File: src/rtl/ov7670_fb_writer.sv
// Packs the capture-stage byte stream into RGB565 pixels, optionally decimates 2x2,
// and writes them to a framebuffer with frame-relative linear addresses.
//   state  | meaning
//   IDLE   | disarmed, waiting for enable while vsync is high
//   SYNC   | armed, waiting for the vsync falling edge that starts a frame
//   ACTIVE | frame in progress, pixels written to the framebuffer
module ov7670_fb_writer #(
    parameter int H_ACTIVE = 640,
    parameter int V_ACTIVE = 480,
    parameter int DECIMATE = 1,
    parameter int ADDR_W   = 17
) (
    input  logic              pclk_12,
    input  logic              reset_n,
    input  logic              enable,
    input  logic              vsync,
    input  logic              hsync,
    input  logic              vde,
    input  logic [7:0]        din,
    output logic              fb_we,
    output logic [ADDR_W-1:0] fb_addr,
    output logic [15:0]       fb_data,
    output logic              frame_done,
    output logic              line_err,
    output logic              busy
);

    localparam int PX_W      = $clog2(H_ACTIVE + 1);
    localparam int LN_W      = $clog2(V_ACTIVE + 1);
    localparam int FB_PIXELS = (H_ACTIVE * V_ACTIVE) >> (2 * DECIMATE);
    localparam logic [ADDR_W-1:0] MAX_ADDR = ADDR_W'(FB_PIXELS - 1);
    localparam logic [PX_W-1:0]   PX_MAX   = PX_W'(H_ACTIVE);
    localparam logic [LN_W-1:0]   LN_MAX   = LN_W'(V_ACTIVE);

    typedef enum logic [1:0] {IDLE, SYNC, ACTIVE} state_t;

    state_t            state;
    logic              vsync_q;
    logic              vde_q;
    logic              phase;
    logic [7:0]        hi_byte;
    logic [PX_W-1:0]   px;
    logic [LN_W-1:0]   ln;
    logic [ADDR_W-1:0] addr;
    logic              addr_full;

    logic vde_e, vsync_rise, vsync_fall, in_range, dec_ok;

    // A byte only counts while the capture stage reports the line as active.
    assign vde_e      = vde & hsync;
    assign vsync_rise = vsync & ~vsync_q;
    assign vsync_fall = ~vsync & vsync_q;
    assign in_range   = (px < PX_MAX) && (ln < LN_MAX);
    assign dec_ok     = (DECIMATE == 0) || (!px[0] && !ln[0]);
    assign busy       = (state == ACTIVE);

    always_ff @(posedge pclk_12 or negedge reset_n) begin
        if (!reset_n) begin
            state      <= IDLE;
            vsync_q    <= 1'b0;
            vde_q      <= 1'b0;
            phase      <= 1'b0;
            hi_byte    <= '0;
            px         <= '0;
            ln         <= '0;
            addr       <= '0;
            addr_full  <= 1'b0;
            fb_we      <= 1'b0;
            fb_addr    <= '0;
            fb_data    <= '0;
            frame_done <= 1'b0;
            line_err   <= 1'b0;
        end else begin
            vsync_q    <= vsync;
            fb_we      <= 1'b0;
            frame_done <= 1'b0;
            case (state)
                IDLE: begin
                    if (enable && vsync) state <= SYNC;
                end
                SYNC: begin
                    if (!enable) begin
                        state <= IDLE;
                    end else if (vsync_fall) begin
                        state     <= ACTIVE;
                        addr      <= '0;
                        addr_full <= 1'b0;
                        px        <= '0;
                        ln        <= '0;
                        phase     <= 1'b0;
                        vde_q     <= 1'b0;
                        line_err  <= 1'b0;
                    end
                end
                ACTIVE: begin
                    // Frame end wins over any byte presented in the same cycle.
                    if (vsync_rise) begin
                        frame_done <= 1'b1;
                        state      <= enable ? SYNC : IDLE;
                        phase      <= 1'b0;
                        vde_q      <= 1'b0;
                    end else begin
                        vde_q <= vde_e;
                        if (vde_e) begin
                            if (!phase) begin
                                hi_byte <= din;
                                phase   <= 1'b1;
                            end else begin
                                phase <= 1'b0;
                                px    <= (px == PX_MAX) ? px : px + 1'b1;
                                if (!in_range) begin
                                    line_err <= 1'b1;
                                end else if (dec_ok) begin
                                    if (addr_full) begin
                                        line_err <= 1'b1;
                                    end else begin
                                        fb_we   <= 1'b1;
                                        fb_addr <= addr;
                                        fb_data <= {hi_byte, din};
                                        if (addr == MAX_ADDR) addr_full <= 1'b1;
                                        else                  addr      <= addr + 1'b1;
                                    end
                                end
                            end
                        end else begin
                            phase <= 1'b0;
                            if (phase) line_err <= 1'b1;
                            if (vde_q) begin
                                if (px != PX_MAX) line_err <= 1'b1;
                                px <= '0;
                                ln <= (ln == LN_MAX) ? ln : ln + 1'b1;
                            end
                        end
                    end
                end
                default: state <= IDLE;
            endcase
        end
    end

endmodule

File: config.mk
export PLATFORM = sky130hd
export DESIGN_NAME = ov7670_fb_writer
export DESIGN_NICKNAME = d
export VERILOG_FILES = /design/src/rtl/ov7670_fb_writer.sv
export SDC_FILE = /design/constraint.sdc
export NUM_CORES = 1
export LEC_CHECK = 0
export ABC_AREA = 1
export CELL_PAD_IN_SITES_DETAIL_PLACEMENT = 1
export CELL_PAD_IN_SITES_GLOBAL_PLACEMENT = 1
export CORE_MARGIN = 4
export CORE_UTILIZATION = 47
export CTS_CLUSTER_SIZE = 10
export DETAILED_ROUTE_END_ITERATION = 10
export DONT_BUFFER_PORTS = 1
export GPL_TIMING_DRIVEN = 0
export PLACE_DENSITY_LB_ADDON = 0.1
export REMOVE_ABC_BUFFERS = 1
export SYNTH_ARGS = -nofsm -noshare
export SYNTH_HDL_FRONTEND = slang
export SYNTH_SLANG_ARGS = --single-unit
export TNS_END_PERCENT = 10
File: constraint.sdc
create_clock -name pclk_12 -period 1.8 [get_ports pclk_12]
set_input_delay 0.09 -clock pclk_12 [delete_from_list [all_inputs] [get_ports pclk_12]]
set_output_delay 0.09 -clock pclk_12 [all_outputs]
set_load 0.005 [all_outputs]
==> results of run 1 <==
-- worst max-delay path by stage --
stage | startpoint | end | slack [ns] | depth (start not counted)
finish | state[1] | px[4] | -0.04 | 8
detailed placement | state[0] | px[9] | -1.42 | 7
global placement | state[0] | fb_addr[1] | -1.33 | 8
floorplan | state[0] | fb_addr[1] | -0.52 | 8
CTS | state[0] | ln[0] | -0.02 | 8
global route | state[1] | px[5] | -0.13 | 8
-- flip-flops by register name, summed over array words and instances, names as in the netlist --
register,count
addr,17
phase,1
addr_full,1
line_err,1
fb_addr,17
fb_we,1
frame_done,1
vsync_q,1
hi_byte,8
ln,9
fb_data,16
state,2
vde_q,1
px,10
-- kinds of logic (layout without fill, tap and decap cells) --
family	Yosys count	in the layout	share of synthesized area, %
AO/OA/AOI/OAI	57	57	6.705
XOR/XNOR	13	13	2.490
adder cells (fa/ha/maj)	9	9	2.463
buffers and inverters	74	107	7.225
flip-flops	86	86	47.07
AND/OR/NAND/NOR	371	374	34.04
-- critical path: cells and delay by family, from the launching register on --
kind,cells,cell delay (ns)
adders and majority gates,1,0.23
AOI/OAI and AO/OA,1,0.06
and+or+nand+nor,3,0.43
DFF,1,0.44
buffers and inverters,3,0.57
-- power groups by stage --
stage,registers (mW),clock network (mW),logic [mW]
floorplan,2.25,0,0.882
detailed placement,2.29,0,1.21
finish,2.25,1.39,1.99
global placement,2.28,0,1.17
CTS,2.25,1.43,1.53
global route,2.27,1.52,2.18
-- final cells by class --
class	instances	share of cell area [%]
multi-input cells	453	42.51
flip-flops and latches	86	40.11
repair buffers	34	6.013
inverters	56	4.521
well taps	129	3.006
clock buffers	9	2.307
clock inverters	7	1.375
repair inverters	1	0.1631
-- what timing repair did --
item	in CTS	in global routing
setup endpoints to repair	86	78
hold endpoints to repair	106	86
buffers inserted	13	11
cloned	1	3
pin swaps	4	13
resized for setup	23	43
-- through the flow --
step,power (mW),worst slack [ns]
after floorplan,3.131,-0.5244
after global placement,3.450,-1.334
after detailed placement,3.503,-1.418
after CTS,5.205,-0.01646
after global routing,5.973,-0.1323
final,5.631,-0.03571
-- cells in the mapped netlist --
master / number / area, sq um
nand2_1: 226 / 848.3
dfrtp_1: 86 / 2152
nor2_1: 67 / 251.5
inv_1: 53 / 198.9
nand3_1: 38 / 190.2
o21ai_0: 38 / 190.2
nand4_1: 18 / 112.6
xor2_1: 10 / 87.58
buf_2: 9 / 45.04
ha_1: 9 / 112.6
o21ai_1: 9 / 45.04
nor3_1: 7 / 35.03
a21oi_1: 5 / 25.02
nand2_2: 4 / 25.02
buf_6: 3 / 33.78
clkbuf_1: 3 / 11.26
inv_2: 3 / 11.26
xnor2_1: 3 / 26.28
buf_4: 2 / 15.01
nand2_4: 2 / 22.52
nor2_2: 2 / 12.51
o31ai_1: 2 / 15.01
a21oi_4: 1 / 16.27
and2_1: 1 / 6.260
buf_8: 1 / 15.01
nand3_2: 1 / 10.01
nand3b_1: 1 / 7.510
nand3b_2: 1 / 11.26
nor2_4: 1 / 11.26
nor4_1: 1 / 6.260
o211ai_1: 1 / 7.510
o21bai_1: 1 / 7.510
or2_2: 1 / 6.260
-- layer usage --
layer,vias up,track usage (%),share of wire [%]
met1,2062,28.81,43
met4,0,6.301,1.4
met3,15,4.937,3.8
met2,65,40.29,52
li1,1999,-,-
met5,-,0,0
-- cells in the final DEF (no fill, tap or decap), types with 10 or more instances in the layout --
cell type / synthesis / routed
nand2_1: 226 / 214
dfrtp_1: 86 / 85
nor2_1: 67 / 63
inv_1: 53 / 48
nand3_1: 38 / 38
o21ai_0: 38 / 28
nand4_1: 18 / 18
o21ai_1: 9 / 18
buf_4: 2 / 18
nand2_2: 4 / 14
xor2_1: 10 / 10
dlygate4sd3_1: 0 / 10
==> flow_summary.toml, run 1 <==
[placement]
place_inst = 721
dpl-instance-area_sq_um = 4613
numPortBuffers = 0
place_hpwl_mm = 7.612
globalplace.congestion = 0.7963

[timing]
slew_violations = 0
clock_skew_ns = 0.01664
tns_ns = -0.2236
hold_viol = 86
slew_headroom_pct = 74.65
rsz0062_at_grt = "yes"
finalSetupViolCount = 9
fin_hold_ws_ns = -0.6148
fin_crit_ns = 1.836
worst-slew-pin-transition_ns = 0.3787
timing.fmax_mhz = 544.7
min_period_over_period_pct = 102.0
setup_ws_ns = -0.03571

[worst_setup_path]
r2r_cells = 8
path_class = "register to register"
cpPeakStageDelay_ns = 0.44
r2r_setup_slack_ns = -0.04
slowest_stage = "dfrtp_2"
crit_path_max_fanout = 8
arrival_ns = 2.10
crit_chain = "buf_12 -> ha_4 -> buf_4 -> nand3_1 -> nand4_1 -> buf_6 -> nand2_1 -> o21ai_1"
critPathLaunchType = "register"
rr_startpoint = "state[1]"
critPathRequiredTime_ns = 2.07
worstReg2RegEnd = "px[4]"
cp-end-kind = "register"

[power]
clkPwrFrac_pct = 24.7
p_comb_share_pct = 35.3
p_sw_share_pct = 39.34
p_int_mw = 3.416
ir_worst_vdd_mv = 0.7015
p_leak_nw = 2.477
p_seq_share_pct = 40.0
p_per_area_nw_per_um2 = 1049
p_switching_mw = 2.215

[synthesis]
ys_seq_area_share_pct = 47.07
syn_area_sq_um = 4572
ys_ff_latch = 86
yosys_warnings = 0
postSynthCellCount = 610
synth.distinct_cells = 33
syn_area_per_cell_sq_um = 7.495

[clock_tree]
root_buffer = "clkbuf_8"
clk_pin_slew_worst_paths_ns = 0.11
insertion_delay_ns = 0.38
hold_buffers = 10
cts_tree = "yes"
htreeDepth = 3
clockBufferDepth = 2
numCtsBuffers = 9
clock_sinks = 86

[floorplanning]
die_area_sq_um = 11370
core_sq_um = 9371
num_rows = 35
start_util_pct = 48.79
io_pins = 51
fp.dieW_um = 106.6
die_height_um = 106.6

[grt]
track_usage_pct = 23.03
globalRoute.totalOverflow = 0
grt_max_degree = 87
grt_pass1_vias = 4240
antenna_found_initial = 0
grt_pass1_wl_mm = 21.05

[cells_and_area]
nets = 664
stdcell_area_sq_um = 5369
fill_cells = 1173
fin_util_pct = 57.29
syn_to_final_growth_pct = 17.43
fin_cells = 775
multi_input_area_sq_um = 2282
diodes = 0
seqCellArea_sq_um = 2153
drive_gt1_share_pct = 13.78

[outcome]
status = "complete, but fails checks"
violations = "negative hold slack, negative setup slack"

[detailed_routing]
dr.pass1.iters = 4
wl_mm = 12.85
dr.first_iter.drc_count = 163
vias_per_cell = 5.343
wire_per_inst_um = 16.58
via_count = 4141
drc = 0
ant_nets = 0

[run]
drv_cap = 0

[worst_hold_path]
worstHoldPathType = "input pin to async pin"
No activity file was read; power rests on OpenSTA's default activity.
==> run 2: changes to the inputs <==
--- a/config.mk
+++ b/config.mk
@@ -14,7 +14,7 @@
 export DETAILED_ROUTE_END_ITERATION = 10
 export DONT_BUFFER_PORTS = 1
 export GPL_TIMING_DRIVEN = 0
-export PLACE_DENSITY_LB_ADDON = 0.1
+export PLACE_DENSITY_LB_ADDON = 0.15
 export REMOVE_ABC_BUFFERS = 1
 export SYNTH_ARGS = -nofsm -noshare
 export SYNTH_HDL_FRONTEND = slang
==> constraint.sdc (replaced) <==
create_clock -name pclk_12 -period 1.75 [get_ports pclk_12]
set_input_delay 0.0875 -clock pclk_12 [delete_from_list [all_inputs] [get_ports pclk_12]]
set_output_delay 0.0875 -clock pclk_12 [all_outputs]
set_load 0.005 [all_outputs]
==> flow_summary.toml, run 2 (synthesis results as in run 1) <==
[clock_tree]
clock_sinks = 86
clk_pin_slew_worst_paths_ns = 0.11
hold_buffers = 10
insertion_delay_ns = 0.38
cts_tree = "yes"
htreeDepth = 3
numCtsBuffers = 9
root_buffer = "clkbuf_8"
clockBufferDepth = 2

[worst_setup_path]
cp-end-kind = "register"
crit_path_max_fanout = 8
path_class = "register to register"
critPathRequiredTime_ns = 2.05
critPathLaunchType = "register"
arrival_ns = 2.13

[cells_and_area]
fin_util_pct = 58.16
nets = 666
seqCellArea_sq_um = 2155
reg_top3 = "addr (17), fb_addr (17), fb_data (16)"
multi_input_area_sq_um = 2333
diodes = 0
fin_cells = 777
syn_to_final_growth_pct = 19.21
drive_gt1_share_pct = 15.12
final_common_cell = "nand2_1"
layout_common_cells = "nand2_1 (209), dfrtp_1 (84), nor2_1 (63), inv_1 (49), nand3_1 (37)"
fill_cells = 1206

[timing]
min_period_over_period_pct = 104.4
fin_crit_ns = 1.827
hold_viol = 86
rsz0062_at_grt = "yes"
clock_skew_ns = 0.01153
setup_ws_ns = -0.07677
timing.fmax_mhz = 547.4
fin_hold_ws_ns = -0.6130
finalSetupViolCount = 19
tns_ns = -0.7833
worst-slew-pin-transition_ns = 0.3705
slew_headroom_pct = 75.19
slew_violations = 0

[grt]
antenna_found_initial = 0
grt_pass1_vias = 4340
globalRoute.totalOverflow = 0
grt_pass1_wl_mm = 21.44
grt_max_degree = 87
track_usage_pct = 23.27

[power]
p_per_area_nw_per_um2 = 1114
ir_worst_vdd_mv = 0.7326
p_leak_nw = 2.498

[detailed_routing]
ant_nets = 0
dr.first_iter.drc_count = 178
wl_mm = 14.15
dr.pass1.iters = 4
vias_per_cell = 5.490
via_count = 4266
drc = 0
wire_per_inst_um = 18.21

[floorplanning]
die_height_um = 106.6
start_util_pct = 48.79
die_area_sq_um = 11370
io_pins = 51
num_rows = 35
core_sq_um = 9371
fp.dieW_um = 106.6

[placement]
globalplace.congestion = 0.7856
place_hpwl_mm = 7.662
numPortBuffers = 0
place_ws_ns = -1.511
place_inst = 721

[run]
drv_cap = 0

[outcome]
violations = "negative hold slack, negative setup slack"
status = "complete, but fails checks"

[worst_hold_path]
worstHoldPathType = "input pin to async pin"
[run 2: final timing paths]
kind | from | to | slack, ns | depth (start not counted)
max in group asynchronous | reset_n | addr[5] | 2.20 | 0
hold / removal | reset_n | hi_byte[0] | -0.61 | 0
setup reg to reg | state[0] | px[7] | -0.08 | 10
setup / recovery | state[0] | px[7] | -0.08 | 10
hold reg to reg | fb_addr[6] | fb_addr[6] | 0.52 | 2
min in group pclk_12 | vsync | frame_done | 0.02 | 4
[run 2: per-stage QoR]
stage | area (sq um) | hold slack, ns | power, mW
3_3_place_gp | 4613 | -0.2058 | 3.553
6_report | 5450 | -0.6130 | 6.069
2_1_floorplan | 4452 | -0.2081 | 3.220
3_5_place_dp | 4613 | -0.2056 | 3.614
5_1_grt | 5450 | -0.6340 | 6.365
4_1_cts | 5131 | -0.6158 | 5.429
[run 2: routing by layer]
layer	track usage [%]	routed length (um)	part of all wire (%)	vias up
li1	-	-	-	1998
met1	29.69	5837	41	2121
met2	41.32	7274	51	114
met3	3.010	709	5.0	33
met4	6.758	326	2.3	0
met5	0	0	0	-
[run 2: layout make-up]
cell class / instances / share of cell area (%)
tap: 129 / 2.961
inverter: 56 / 4.454
clock buffer: 9 / 2.273
sequential: 86 / 39.53
timing repair buffer: 34 / 6.336
clock inverter: 7 / 1.331
timing repair inverter: 2 / 0.2984
multi-input combinational: 454 / 42.81
[run 2: worst max-delay path, stage by stage, from the launching register on]
cell and delay [ns]:
dfrtp_1 0.42, inv_2 0.09, ha_4 0.31, clkinv_8 0.12, nor2_4 0.15, nand4_1 0.14
nand4_1 0.15, buf_6 0.13, buf_12 0.12, nand2_1 0.05, o21ai_1 0.07
[run 2: timing repair]
action / CTS / global route
setup buffers: 11 / 11
gates resized for setup: 29 / 50
hold endpoints to repair: 105 / 86
pin swaps: 5 / 11
endpoints found under the setup margin: 86 / 79
gates cloned: 2 / 6
[run 2: where the power goes]
part / internal (mW) / leakage (nW) / switching [mW]
Clock: 0.564 / 0.0974 / 0.876
Combinational: 0.860 / 1.23 / 1.46
Sequential: 2.18 / 1.17 / 0.124
